<file path="config.mk">
export PLATFORM = sky130hd
export DESIGN_NAME = uart_tx_param
export DESIGN_NICKNAME = d
export VERILOG_FILES = /design/src/rtl/uart_pkg.sv /design/src/rtl/uart_baud_tick.sv /design/src/rtl/uart_tx_param.sv
export SDC_FILE = /design/constraint.sdc
export NUM_CORES = 1
export LEC_CHECK = 0
export BUFFER_PORTS_ARGS = -buffer_cell sky130_fd_sc_hd__buf_2
export CAP_MARGIN = 20
export CORE_MARGIN = 10
export CORE_UTILIZATION = 50
export CTS_BUF_LIST = sky130_fd_sc_hd__clkbuf_8
export CTS_CLUSTER_DIAMETER = 50
export DETAILED_ROUTE_END_ITERATION = 16
export PLACE_DENSITY = 0.69
export SLEW_MARGIN = 10
export SYNTH_ARGS = -nofsm -noshare
export SYNTH_HDL_FRONTEND = slang
export SYNTH_SLANG_ARGS = --single-unit
</file>
<file path="constraint.sdc">
create_clock -name CLK -period 2.8 [get_ports CLK]
set_clock_uncertainty 0.1 [all_clocks]
set_input_delay 0.84 -clock CLK [delete_from_list [all_inputs] [get_ports CLK]]
set_output_delay 0.84 -clock CLK [all_outputs]
set_load 0.02 [all_outputs]
</file>
<file path="src/rtl/uart_pkg.sv">
// Shared UART definitions: transmitter state encoding, parity selectors and
// a width helper used by the transmitter and the baud divider.
package uart_pkg;

    typedef enum logic [2:0] {
        IDLE,
        START,
        DATA,
        PARITY,
        STOP
    } tx_state_t;

    localparam int PAR_NONE = 0;
    localparam int PAR_ODD  = 1;
    localparam int PAR_EVEN = 2;

    localparam int CLKS_PER_BIT_115200 = 434;

    // Bits needed to hold 0..value-1; never less than one bit.
    function automatic int clog2(input int value);
        int bits;
        int rem;
        bits = 0;
        rem  = value - 1;
        while (rem > 0) begin
            bits = bits + 1;
            rem  = rem >> 1;
        end
        return (bits < 1) ? 1 : bits;
    endfunction

endpackage

</file>
<file path="src/rtl/uart_baud_tick.sv">
// Bit-period divider: counts 0..CLKS_PER_BIT-1 while enabled and flags the
// last cycle of each bit. Shared between the UART transmitter and receiver.
module uart_baud_tick
    import uart_pkg::*;
#(
    parameter int CLKS_PER_BIT = CLKS_PER_BIT_115200
) (
    input  logic clk,
    input  logic srst,
    input  logic clr,
    input  logic en,
    output logic tick
);

    localparam int CNT_W = clog2(CLKS_PER_BIT);
    localparam logic [CNT_W-1:0] LAST = CNT_W'(CLKS_PER_BIT - 1);

    logic [CNT_W-1:0] cnt_reg;

    assign tick = en && (cnt_reg == LAST);

    always_ff @(posedge clk) begin
        if (srst || clr) begin
            cnt_reg <= '0;
        end else if (en) begin
            cnt_reg <= tick ? '0 : cnt_reg + CNT_W'(1);
        end
    end

endmodule

</file>
<file path="src/rtl/uart_tx_param.sv">
// Parametrised UART transmitter: start bit, DATA_BITS LSB first, optional
// parity, STOP_BITS stop bits, accepting words on a valid/ready handshake.
module uart_tx_param
    import uart_pkg::*;
#(
    parameter int CLKS_PER_BIT = CLKS_PER_BIT_115200,
    parameter int DATA_BITS    = 8,
    parameter int PARITY_MODE  = PAR_NONE,
    parameter int STOP_BITS    = 1
) (
    input  logic                 CLK,
    input  logic                 RST,
    input  logic [DATA_BITS-1:0] TX_Data,
    input  logic                 TX_Valid,
    output logic                 TX_Ready,
    output logic                 TX_Busy,
    output logic                 TX_Done_Sig,
    output logic                 TX_Pin_Out
);

    localparam int IDX_W = clog2(DATA_BITS + 1);
    localparam logic [IDX_W-1:0] LAST_DATA = IDX_W'(DATA_BITS - 1);
    localparam logic [IDX_W-1:0] LAST_STOP = IDX_W'(STOP_BITS - 1);

    generate
        if (PARITY_MODE < PAR_NONE || PARITY_MODE > PAR_EVEN) begin : g_bad_parity
            $error("uart_tx_param: PARITY_MODE must be 0, 1 or 2");
        end
        if (DATA_BITS < 5 || DATA_BITS > 9) begin : g_bad_data_bits
            $error("uart_tx_param: DATA_BITS must be 5..9");
        end
        if (STOP_BITS < 1 || STOP_BITS > 2) begin : g_bad_stop_bits
            $error("uart_tx_param: STOP_BITS must be 1 or 2");
        end
        if (CLKS_PER_BIT < 2 || CLKS_PER_BIT > 65535) begin : g_bad_clks
            $error("uart_tx_param: CLKS_PER_BIT must be 2..65535");
        end
    endgenerate

    tx_state_t             state_reg;
    logic [DATA_BITS-1:0]  shift_reg;
    logic [IDX_W-1:0]      bit_idx_reg;
    logic                  parity_reg;
    logic                  pin_reg;
    logic                  done_reg;
    logic                  handshake;
    logic                  bit_tick;

    assign TX_Ready    = (state_reg == IDLE) && !RST;
    assign TX_Busy     = (state_reg != IDLE);
    assign handshake   = TX_Valid && TX_Ready;
    assign TX_Pin_Out  = pin_reg;
    assign TX_Done_Sig = done_reg;

    // Divider restarts on every accepted word so each frame starts phase-aligned.
    uart_baud_tick #(
        .CLKS_PER_BIT(CLKS_PER_BIT)
    ) u_baud (
        .clk (CLK),
        .srst(RST),
        .clr (handshake),
        .en  (TX_Busy),
        .tick(bit_tick)
    );

    // The pin register follows the state one cycle later, so the start bit
    // appears on the edge after the handshake edge.
    always_ff @(posedge CLK) begin
        if (RST) begin
            state_reg   <= IDLE;
            shift_reg   <= '0;
            bit_idx_reg <= '0;
            parity_reg  <= 1'b0;
            pin_reg     <= 1'b1;
            done_reg    <= 1'b0;
        end else begin
            done_reg <= 1'b0;
            case (state_reg)
                IDLE: begin
                    pin_reg <= 1'b1;
                    if (handshake) begin
                        shift_reg   <= TX_Data;
                        parity_reg  <= (PARITY_MODE == PAR_ODD) ? ~(^TX_Data) : ^TX_Data;
                        bit_idx_reg <= '0;
                        state_reg   <= START;
                    end
                end
                START: begin
                    pin_reg <= 1'b0;
                    if (bit_tick) begin
                        state_reg <= DATA;
                    end
                end
                DATA: begin
                    pin_reg <= shift_reg[0];
                    if (bit_tick) begin
                        shift_reg <= shift_reg >> 1;
                        if (bit_idx_reg == LAST_DATA) begin
                            bit_idx_reg <= '0;
                            state_reg   <= (PARITY_MODE != PAR_NONE) ? PARITY : STOP;
                        end else begin
                            bit_idx_reg <= bit_idx_reg + IDX_W'(1);
                        end
                    end
                end
                PARITY: begin
                    pin_reg <= parity_reg;
                    if (bit_tick) begin
                        state_reg <= STOP;
                    end
                end
                STOP: begin
                    pin_reg <= 1'b1;
                    if (bit_tick) begin
                        if (bit_idx_reg == LAST_STOP) begin
                            bit_idx_reg <= '0;
                            state_reg   <= IDLE;
                            done_reg    <= 1'b1;
                        end else begin
                            bit_idx_reg <= bit_idx_reg + IDX_W'(1);
                        end
                    end
                end
                default: begin
                    state_reg <= IDLE;
                    pin_reg   <= 1'b1;
                end
            endcase
        end
    end

endmodule
</file>
==> impl_metrics.toml, run 1 <==
[logic_synthesis]
synth_compound_gate_area_share_pct = 13.6
synth.cell_area_um2 = 1600
synth.largest_area_cell = "sky130_fd_sc_hd__dfxtp_1"
synthSimpleGateAreaFrac_pct = 24.1
cell_types_occupying_the_most_area_after_synthesis = "sky130_fd_sc_hd__dfxtp_1 (34%), sky130_fd_sc_hd__mux2_4 (6.6%), sky130_fd_sc_hd__mux2i_1 (5.6%)"
yosys.area.top_type_share_pct = 33.7
post_synth_xor_xnor_area_pct = 8.20
number_of_synthesized_flops_with_an_enable_pin = 0
syn-mean-instance-area_um2 = 9.48
synth_fa_ha_area_share_pct = 3.12
synthMostInstantiatedCell = "sky130_fd_sc_hd__dfxtp_1"
synthesized_nets = 184
synth_cell_type_count = 50
synth-seq-area-share_pct = 33.7
synth.area.mux_share_pct = 12.2
ys_top_cells_by_count = "sky130_fd_sc_hd__dfxtp_1 (27), sky130_fd_sc_hd__nor2_1 (21), sky130_fd_sc_hd__nand2_1 (10)"
synth_top_family_by_area = "simple AND/OR/NAND/NOR gates"
ys.flop_type = "sky130_fd_sc_hd__dfxtp_1"
yosys_register_bits = 27
synthArstFlopShare_pct = 0
synthesis.yosys.warnings = 0
post_synth_inst_count = 169

[setup_path]
cp-start-kind = "register"
worstSetupEndpointType = "output port"
r2r_slack_ns = 0.63
critPathBufInv = 2
critical_path_fanout_max = 12
critical_path.max_stage_delay_ns = 0.45
cp_slowest_cell = "sky130_fd_sc_hd__dfxtp_1"
critical_path_class = "register to output port"
worst_ep_required_time_ns = 1.86
worst_ep_arrival_time_ns = 1.56
path_cells = "nor3_4 > inv_2 > nor2_1 > buf_2"
cp_top_family = "simple AND/OR/NAND/NOR gates"

[sta]
timing.final.crit_period_ns = 2.50
setup_tns_ns = 0
finalSetupViolations = 0
period_share_pct = 89.4
fmax_ghz = 0.400
worst-slew-pin-transition_ns = 0.600
slew_headroom_pct = 59.8
rsz0062_at_grt = "no"
hold_violations = 0
drv_slew = 0

[placement]
place.detailed.hpwl_um = 2440
place.gp.congestion = 0.783
portBuffers = 14
area_after_dpl_um2 = 1700

[route]
via_count = 1257
dr.pass1.iters = 4
routed_wl_um = 3270
post-route-drc-count = 0
ant_nets = 0
routedWlPerCell_um = 14.5
post_drt_via_cell_ratio = 5.56
drtIter0Drc = 81

[cts]
tritoncts = "yes"
post_cts_hold_buffer_count = 0
clk_pin_slew_worst_paths_ns = 0.09
clk_latency_ns = 0.27
cts_buffer_depth = 2
h-tree-depth = 1
ctsResizeCount = 0
clkSinkCount = 27
cts_post_setup_buffers_inserted = 0
clock-root-buffer = "sky130_fd_sc_hd__clkbuf_8"
cts_inserted_buffers = 3

[power]
static-leakage-power_uw = 0.000653
vdd_ir_drop_max_uv = 334
power.density_nw_per_um2 = 557

[cells_and_area]
antenna_cells = 0
final_cell_area_um2 = 1740
area_growth_synth_to_finish_pct = 8.59
fillCellCount = 294
finalNetCount = 198
flip_flop_count_of_the_largest_register_all_copies_and_words_added = 9
post_route_cells_drive_above_1_share_pct = 20.3

[global_routing]
globalRoute.totalOverflow = 0
grt_pass1_wl_um = 5670
first_global_vias = 1323
initial_antenna_violation_count = 0
grt_max_degree = 25
grt_util_all_layers_pct = 11.1

[floorplan]
die_height_um = 76.6
die_width_um = 76.6
core_area_um2 = 3050
placementRows = 20
floorplan.initialDensity_pct = 52.5
boundaryPins = 15
floorplan.die_area_um2 = 5870

[flow_run]
drv.max_cap_violation_count = 0

[min_path]
class_of_the_worst_hold_path = "register to register"

[run_status]
status = "finished, final reports clean"
==> per-layer routing <==
layer / up-vias / wire length (µm) / track usage, %
met5: - / 0 / 0
met4: 0 / 23 / 3.90
met3: 2 / 100 / 2.71
met2: 25 / 1520 / 18.3
met1: 599 / 1630 / 13.6
li1: 631 / - / -
==> power breakdown <==
group / switching [µW] / total [µW] / leakage [µW] / internal, µW
Combinational: 172 / 302 / 0.000408 / 130
Sequential: 36.6 / 452 / 0.000219 / 415
Clock: 118 / 216 / 0.0000269 / 98.3
==> kinds of logic after synthesis <==
group           Yosys count
buf+inv                  15
flops                    27
fa+ha+maj                 4
compound gates           25
mux                      16
xor+xnor                 15
simple gates             67
==> per-stage QoR <==
step | instances | setup WS, ns | utilization [%] | total power [µW] | hold WS, ns
after floorplan | 169 | 0.310 | - | 699 | 0.344
after global placement | 222 | 0.467 | 55.5 | 752 | 0.387
after detailed placement | 222 | 0.395 | 55.5 | 760 | 0.390
after CTS | 226 | 0.287 | 57.0 | 979 | 0.404
after global routing | 226 | 0.178 | 57.0 | 1020 | 0.458
final | 226 | 0.297 | 57.0 | 969 | 0.398
==> worst register-to-register path, stage by stage, from the launching register on <==
cell and delay (ns):
sky130_fd_sc_hd__dfxtp_1 0.45, sky130_fd_sc_hd__nor3_4 0.40, sky130_fd_sc_hd__nand3_2 0.24, sky130_fd_sc_hd__a211o_1 0.50, sky130_fd_sc_hd__mux2_4 0.37
==> cell type report <==
class | instances | area, µm² | area share, %
sequential | 27 | 541 | 31.1
timing repair buffer | 17 | 92.6 | 5.32
tap | 44 | 55.1 | 3.16
clock buffer | 3 | 41.3 | 2.37
multi-input combinational | 127 | 981 | 56.4
clock inverter | 1 | 3.75 | 0.216
inverter | 7 | 26.3 | 1.51
==> worst paths after layout <==
check               start            to  depth (start not counted)
max          state_reg[1]      TX_Ready                          4
min            parity_reg    parity_reg                          2
max reg2reg  state_reg[1]  shift_reg[5]                          4
min reg2reg    parity_reg    parity_reg                          2
==> layout by cell type (no fill, tap or decap), types with 5 or more instances in the layout <==
cell                       n
sky130_fd_sc_hd__dfxtp_1  27
sky130_fd_sc_hd__nor2_1   21
sky130_fd_sc_hd__buf_2    14
sky130_fd_sc_hd__nand2_1  10
sky130_fd_sc_hd__mux2i_1   9
sky130_fd_sc_hd__xnor2_1   8
sky130_fd_sc_hd__nor2b_1   7
sky130_fd_sc_hd__mux2_4    7
sky130_fd_sc_hd__xor2_1    7
sky130_fd_sc_hd__inv_1     6
sky130_fd_sc_hd__nand3_1   5
sky130_fd_sc_hd__nand4_1   5
(Power assumes the default switching activity.)
==> inputs of run 2 (changes only) <==
==> constraint.sdc (replaced) <==
create_clock -name CLK -period 2.6 [get_ports CLK]
set_clock_uncertainty 0.1 [all_clocks]
set_input_delay 0.78 -clock CLK [delete_from_list [all_inputs] [get_ports CLK]]
set_output_delay 0.78 -clock CLK [all_outputs]
set_load 0.02 [all_outputs]
==> run 2 against run 1 <==
  * Routed wire length decreased by 0.83%
  * Utilization grew 0.25 points
  * Cell count rose by 0.44%
  * Via count fell by 1.8%
  * Global-route usage rose by 0.29 points
  * Non-clock buffer count is 1 higher
  * Die area did not move
  * Register-to-register slack worse by 0.15 ns
  * Combinational power grew 4%
  * Clock power is 10% higher
  * Worst hold slack worse by 0.0070 ns
  * Largest cell class unchanged
  * Highest routed layer unchanged
==> impl_metrics.toml, run 2 (synthesis results as in run 1) <==
[route]
drtIter0Drc = 60
ant_nets = 0
routed_wl_um = 3240
post_drt_via_cell_ratio = 5.44
post-route-drc-count = 0
via_count = 1234
routedWlPerCell_um = 14.3
dr.pass1.iters = 4

[setup_path]
worst_ep_arrival_time_ns = 1.56
cp-start-kind = "register"
path_cells = "nor3_4 > inv_2 > nor2_1 > buf_2"
worstSetupEndpointType = "output port"
cp_num_cells = 4
r2r_slack_ns = 0.48
critical_path_fanout_max = 13
reg2reg_depth = 5
critical_path_class = "register to output port"
critPathBufInv = 2
cp_top_family = "simple AND/OR/NAND/NOR gates"
cp_slowest_cell = "sky130_fd_sc_hd__dfxtp_1"
worst_ep_required_time_ns = 1.72
critical_path.max_stage_delay_ns = 0.47

[sta]
slew_headroom_pct = 57.7
rsz0062_at_grt = "no"
finalSetupViolations = 0
drv_slew = 0
period_share_pct = 93.9
fmax_ghz = 0.410
setup_tns_ns = 0
worst-slew-pin-transition_ns = 0.632
timing.final.crit_period_ns = 2.44
hold_violations = 0

[cells_and_area]
antenna_cells = 0
flip_flop_count_of_the_largest_register_all_copies_and_words_added = 9
final_cell_area_um2 = 1750
most_common_library_cell_in_the_layout_ignoring_fill_and_taps = "sky130_fd_sc_hd__dfxtp_1"
area_growth_synth_to_finish_pct = 9.06
most_used_cells_in_the_layout_excluding_fill_and_tap_cells = "sky130_fd_sc_hd__dfxtp_1 (27), sky130_fd_sc_hd__nor2_1 (21), sky130_fd_sc_hd__buf_2 (14)"
fillCellCount = 300
finalNetCount = 199
post_route_cells_drive_above_1_share_pct = 20.8

[placement]
area_after_dpl_um2 = 1700
place.gp.congestion = 0.762
portBuffers = 14
place.detailed.hpwl_um = 2400

[global_routing]
first_global_vias = 1229
grt_pass1_wl_um = 5710
grtUsageMet2_pct = 17.1
gr-usage-met3_pct = 3.07
initial_antenna_violation_count = 0
grt_util_all_layers_pct = 11.4
globalRoute.totalOverflow = 0
globalRoute.busiestLayer = "met2"
globalRouteMet1Util_pct = 15.5
grt_max_degree = 16

[cts]
h-tree-depth = 1
tritoncts = "yes"
clock-root-buffer = "sky130_fd_sc_hd__clkbuf_8"
clk_pin_slew_worst_paths_ns = 0.09
ctsResizeCount = 0
post_cts_hold_buffer_count = 0
cts_buffer_depth = 2
clkSinkCount = 27
cts_inserted_buffers = 3
clk_latency_ns = 0.27
cts_post_setup_buffers_inserted = 0

[power]
vdd_ir_drop_max_uv = 414
static-leakage-power_uw = 0.000658
power.density_nw_per_um2 = 599

[floorplan]
core_area_um2 = 3050
floorplan.die_area_um2 = 5870
boundaryPins = 15
floorplan.initialDensity_pct = 52.5
placementRows = 20
die_width_um = 76.6
die_height_um = 76.6

[min_path]
class_of_the_worst_hold_path = "register to register"
holdPathStages = 2

[flow_run]
drv.max_cap_violation_count = 0

[run_status]
status = "finished, final reports clean"
[run 2: cell count changes in the layout (fill, tap and decap cells not counted)]
| cell | before | now |
|---|---|---|
| sky130_fd_sc_hd__buf_4 | 3 | 4 |
[run 2: per-layer routing]
layer	vias to the layer above	wire, µm
met5	-	0
met4	0	29
met3	2	130
met2	26	1470
met1	572	1610
li1	634	-
[run 2: worst paths after layout]
kind / from / end
setup / recovery: state_reg[0] / TX_Ready
hold / removal: parity_reg / parity_reg
setup reg to reg: u_baud.cnt_reg[0] / shift_reg[6]
hold reg to reg: parity_reg / parity_reg
[run 2: where the power goes]
| group | switching (µW) | total [µW] | leakage (µW) | internal (µW) |
|---|---|---|---|---|
| clock network | 132 | 238 | 0.0000269 | 106 |
| logic | 174 | 313 | 0.000412 | 139 |
| registers | 50.6 | 497 | 0.000219 | 447 |
[run 2: area by class of cell]
type / instances / area (µm²) / area share, %
Multi-Input combinational cell: 127 / 981 / 56.1
Inverter: 7 / 26.3 / 1.50
Timing Repair Buffer: 18 / 100 / 5.73
Clock inverter: 1 / 3.75 / 0.215
Clock buffer: 3 / 41.3 / 2.36
Tap cell: 44 / 55.1 / 3.15
Sequential cell: 27 / 541 / 30.9
[run 2: stage by stage]
step	hold slack, ns	worst slack, ns	total power [µW]	cells	util, %
6_report	0.391	0.158	1050	227	57.3
5_1_grt	0.424	0.0139	1110	227	57.3
4_1_cts	0.391	0.148	1050	227	57.3
3_5_place_dp	0.372	0.414	818	223	55.8
3_3_place_gp	0.373	0.459	809	223	55.8
2_1_floorplan	0.344	0.230	753	169	-
[run 2: worst min-delay path, stage by stage (launching register included)]
cell and delay [ns]:
sky130_fd_sc_hd__dfxtp_1 0.32, sky130_fd_sc_hd__nand3_1 0.05, sky130_fd_sc_hd__o21ai_0 0.07
==> inputs of run 3 (changes only) <==
--- a/config.mk
+++ b/config.mk
@@ -8,11 +8,10 @@
 export BUFFER_PORTS_ARGS = -buffer_cell sky130_fd_sc_hd__buf_2
 export CAP_MARGIN = 20
 export CORE_MARGIN = 10
-export CORE_UTILIZATION = 50
+export CORE_UTILIZATION = 40
 export CTS_BUF_LIST = sky130_fd_sc_hd__clkbuf_8
 export CTS_CLUSTER_DIAMETER = 50
 export DETAILED_ROUTE_END_ITERATION = 16
-export PLACE_DENSITY = 0.69
 export SLEW_MARGIN = 10
 export SYNTH_ARGS = -nofsm -noshare
 export SYNTH_HDL_FRONTEND = slang
==> run 3 against run 2 <==
  * Register-to-register slack better by 0.05 ns
  * Power grew 1.8%
  * Global-route usage is 2.0 points lower
  * Routed wire length is essentially flat
  * Maximum frequency grew 4.1%
  * Flip-flop and latch count did not move
  * Setup slack better by 0.097 ns
  * First-iteration DRC count decreased by 48%
  * Via count is 0.32% higher
  * Sequential share of layout area decreased by 0.37 points
  * Non-clock buffer count grew 2
  * Critical path type unchanged
==> impl_metrics.toml, run 3 (synthesis results as in run 1) <==
[cts]
cts_post_setup_buffers_inserted = 0
clkSinkCount = 27
clk_latency_ns = 0.28
ctsResizeCount = 0
clk_pin_slew_worst_paths_ns = 0.09
tritoncts = "yes"
h-tree-depth = 1
clock-root-buffer = "sky130_fd_sc_hd__clkbuf_8"
cts_inserted_buffers = 3
cts_buffer_depth = 2
post_cts_hold_buffer_count = 0

[cells_and_area]
instances_no_fill = 233
area_growth_synth_to_finish_pct = 10.4
most_common_library_cell_in_the_layout_ignoring_fill_and_taps = "sky130_fd_sc_hd__dfxtp_1"
utilization_pct = 46.9
flip_flop_count_of_the_largest_register_all_copies_and_words_added = 9
most_used_cells_in_the_layout_excluding_fill_and_tap_cells = "sky130_fd_sc_hd__dfxtp_1 (27), sky130_fd_sc_hd__nor2_1 (21), sky130_fd_sc_hd__buf_2 (14)"
post_route_cells_drive_above_1_share_pct = 22.2
finalNetCount = 201
antenna_cells = 0

[route]
via_count = 1238
top_layer_used = "met4"
post-route-drc-count = 0
routed_wl_um = 3240
post_drt_via_cell_ratio = 5.31
drtIter0Drc = 31
dr_wl_met2_um = 1500
routedWlPerCell_um = 13.9
ant_nets = 0
routedLengthMet1_um = 1590
route.met3.wl_um = 134
dr.pass1.iters = 4

[floorplan]
die_width_um = 83.3
floorplan.initialDensity_pct = 42.5
die_height_um = 83.3
floorplan.die_area_um2 = 6940
boundaryPins = 15
core_area_um2 = 3770
placementRows = 22

[sta]
drv_slew = 0
fmax_ghz = 0.427
period_share_pct = 90.2
worst-slew-pin-transition_ns = 0.570
rsz0062_at_grt = "no"
finalSetupViolations = 0
timing.final.crit_period_ns = 2.34
slew_headroom_pct = 61.8
setup_tns_ns = 0
hold_violations = 0

[setup_path]
critical_path_class = "register to output port"
worst_ep_arrival_time_ns = 1.46
crit-reg2reg-launch = "u_baud.cnt_reg[0]"
reg2reg_depth = 5
cp-start-kind = "register"
cp-startpoint = "state_reg[1]"
worst_ep_required_time_ns = 1.72
worstSetupEndpointType = "output port"
critical_path_fanout_max = 8

[power]
p_sw_share_pct = 34.2
seqPwrFrac_pct = 44.6
pwr-share-clk_pct = 23.1
internal_power_summed_over_all_cells_uw = 702
design_power_total_uw = 1070
power_frac_comb_pct = 32.4
static-leakage-power_uw = 0.000667
power.density_nw_per_um2 = 602
switching_power_uw = 364
vdd_ir_drop_max_uv = 370

[min_path]
holdPathStages = 2
class_of_the_worst_hold_path = "register to register"
timing.hold.worst.start = "parity_reg"

[global_routing]
globalRoute.totalOverflow = 0
first_global_vias = 1223
grt_max_degree = 18
grt_pass1_wl_um = 5760
initial_antenna_violation_count = 0
grt_util_all_layers_pct = 9.43

[flow_run]
drv.max_cap_violation_count = 0

[placement]
placed_instances = 229
place.detailed.hpwl_um = 2490
portBuffers = 14
place.gp.congestion = 0.792

[run_status]
status = "finished, final reports clean"
-- run 3: power by group through the flow --
stage / clock (µW) / sequential (µW) / combinational [µW]
finish: 246 / 475 / 345
global placement: 0 / 484 / 342
detailed placement: 0 / 485 / 347
global route: 267 / 481 / 382
CTS: 253 / 475 / 349
floorplan: 0 / 484 / 268
-- run 3: metrics by stage --
step                      area [µm²]  hold slack, ns  worst slack [ns]
after detailed placement        1720           0.365             0.330
after floorplan                 1600           0.344             0.230
final                           1770           0.380             0.255
after CTS                       1770           0.381             0.233
after global routing            1770           0.418             0.169
after global placement          1720           0.378             0.362
-- run 3: layout make-up --
class,count,area [µm²]
timing repair buffer,20,115
clock inverter,1,5.00
tap,48,60.1
clock buffer,3,41.3
inverter,7,26.3
sequential,27,541
fill,337,2000
multi-input combinational,127,981
-- run 3: layer usage --
layer  vias up  GRT usage [%]
met5         -              0
met4         0           1.85
met3         2           2.64
met2        25           15.4
met1       574           12.0
li1        637              -
-- run 3: worst max-delay path: stages, from the launching register on --
cell	delay, ns
sky130_fd_sc_hd__dfxtp_1	0.34
sky130_fd_sc_hd__nor3_4	0.38
sky130_fd_sc_hd__inv_2	0.18
sky130_fd_sc_hd__nor2_1	0.12
sky130_fd_sc_hd__buf_2	0.17
-- run 3: worst paths after layout --
| path | endpoint | slack (ns) |
|---|---|---|
| max | TX_Ready | 0.26 |
| min | parity_reg | 0.38 |
| max reg2reg | shift_reg[4] | 0.53 |
| min reg2reg | parity_reg | 0.38 |
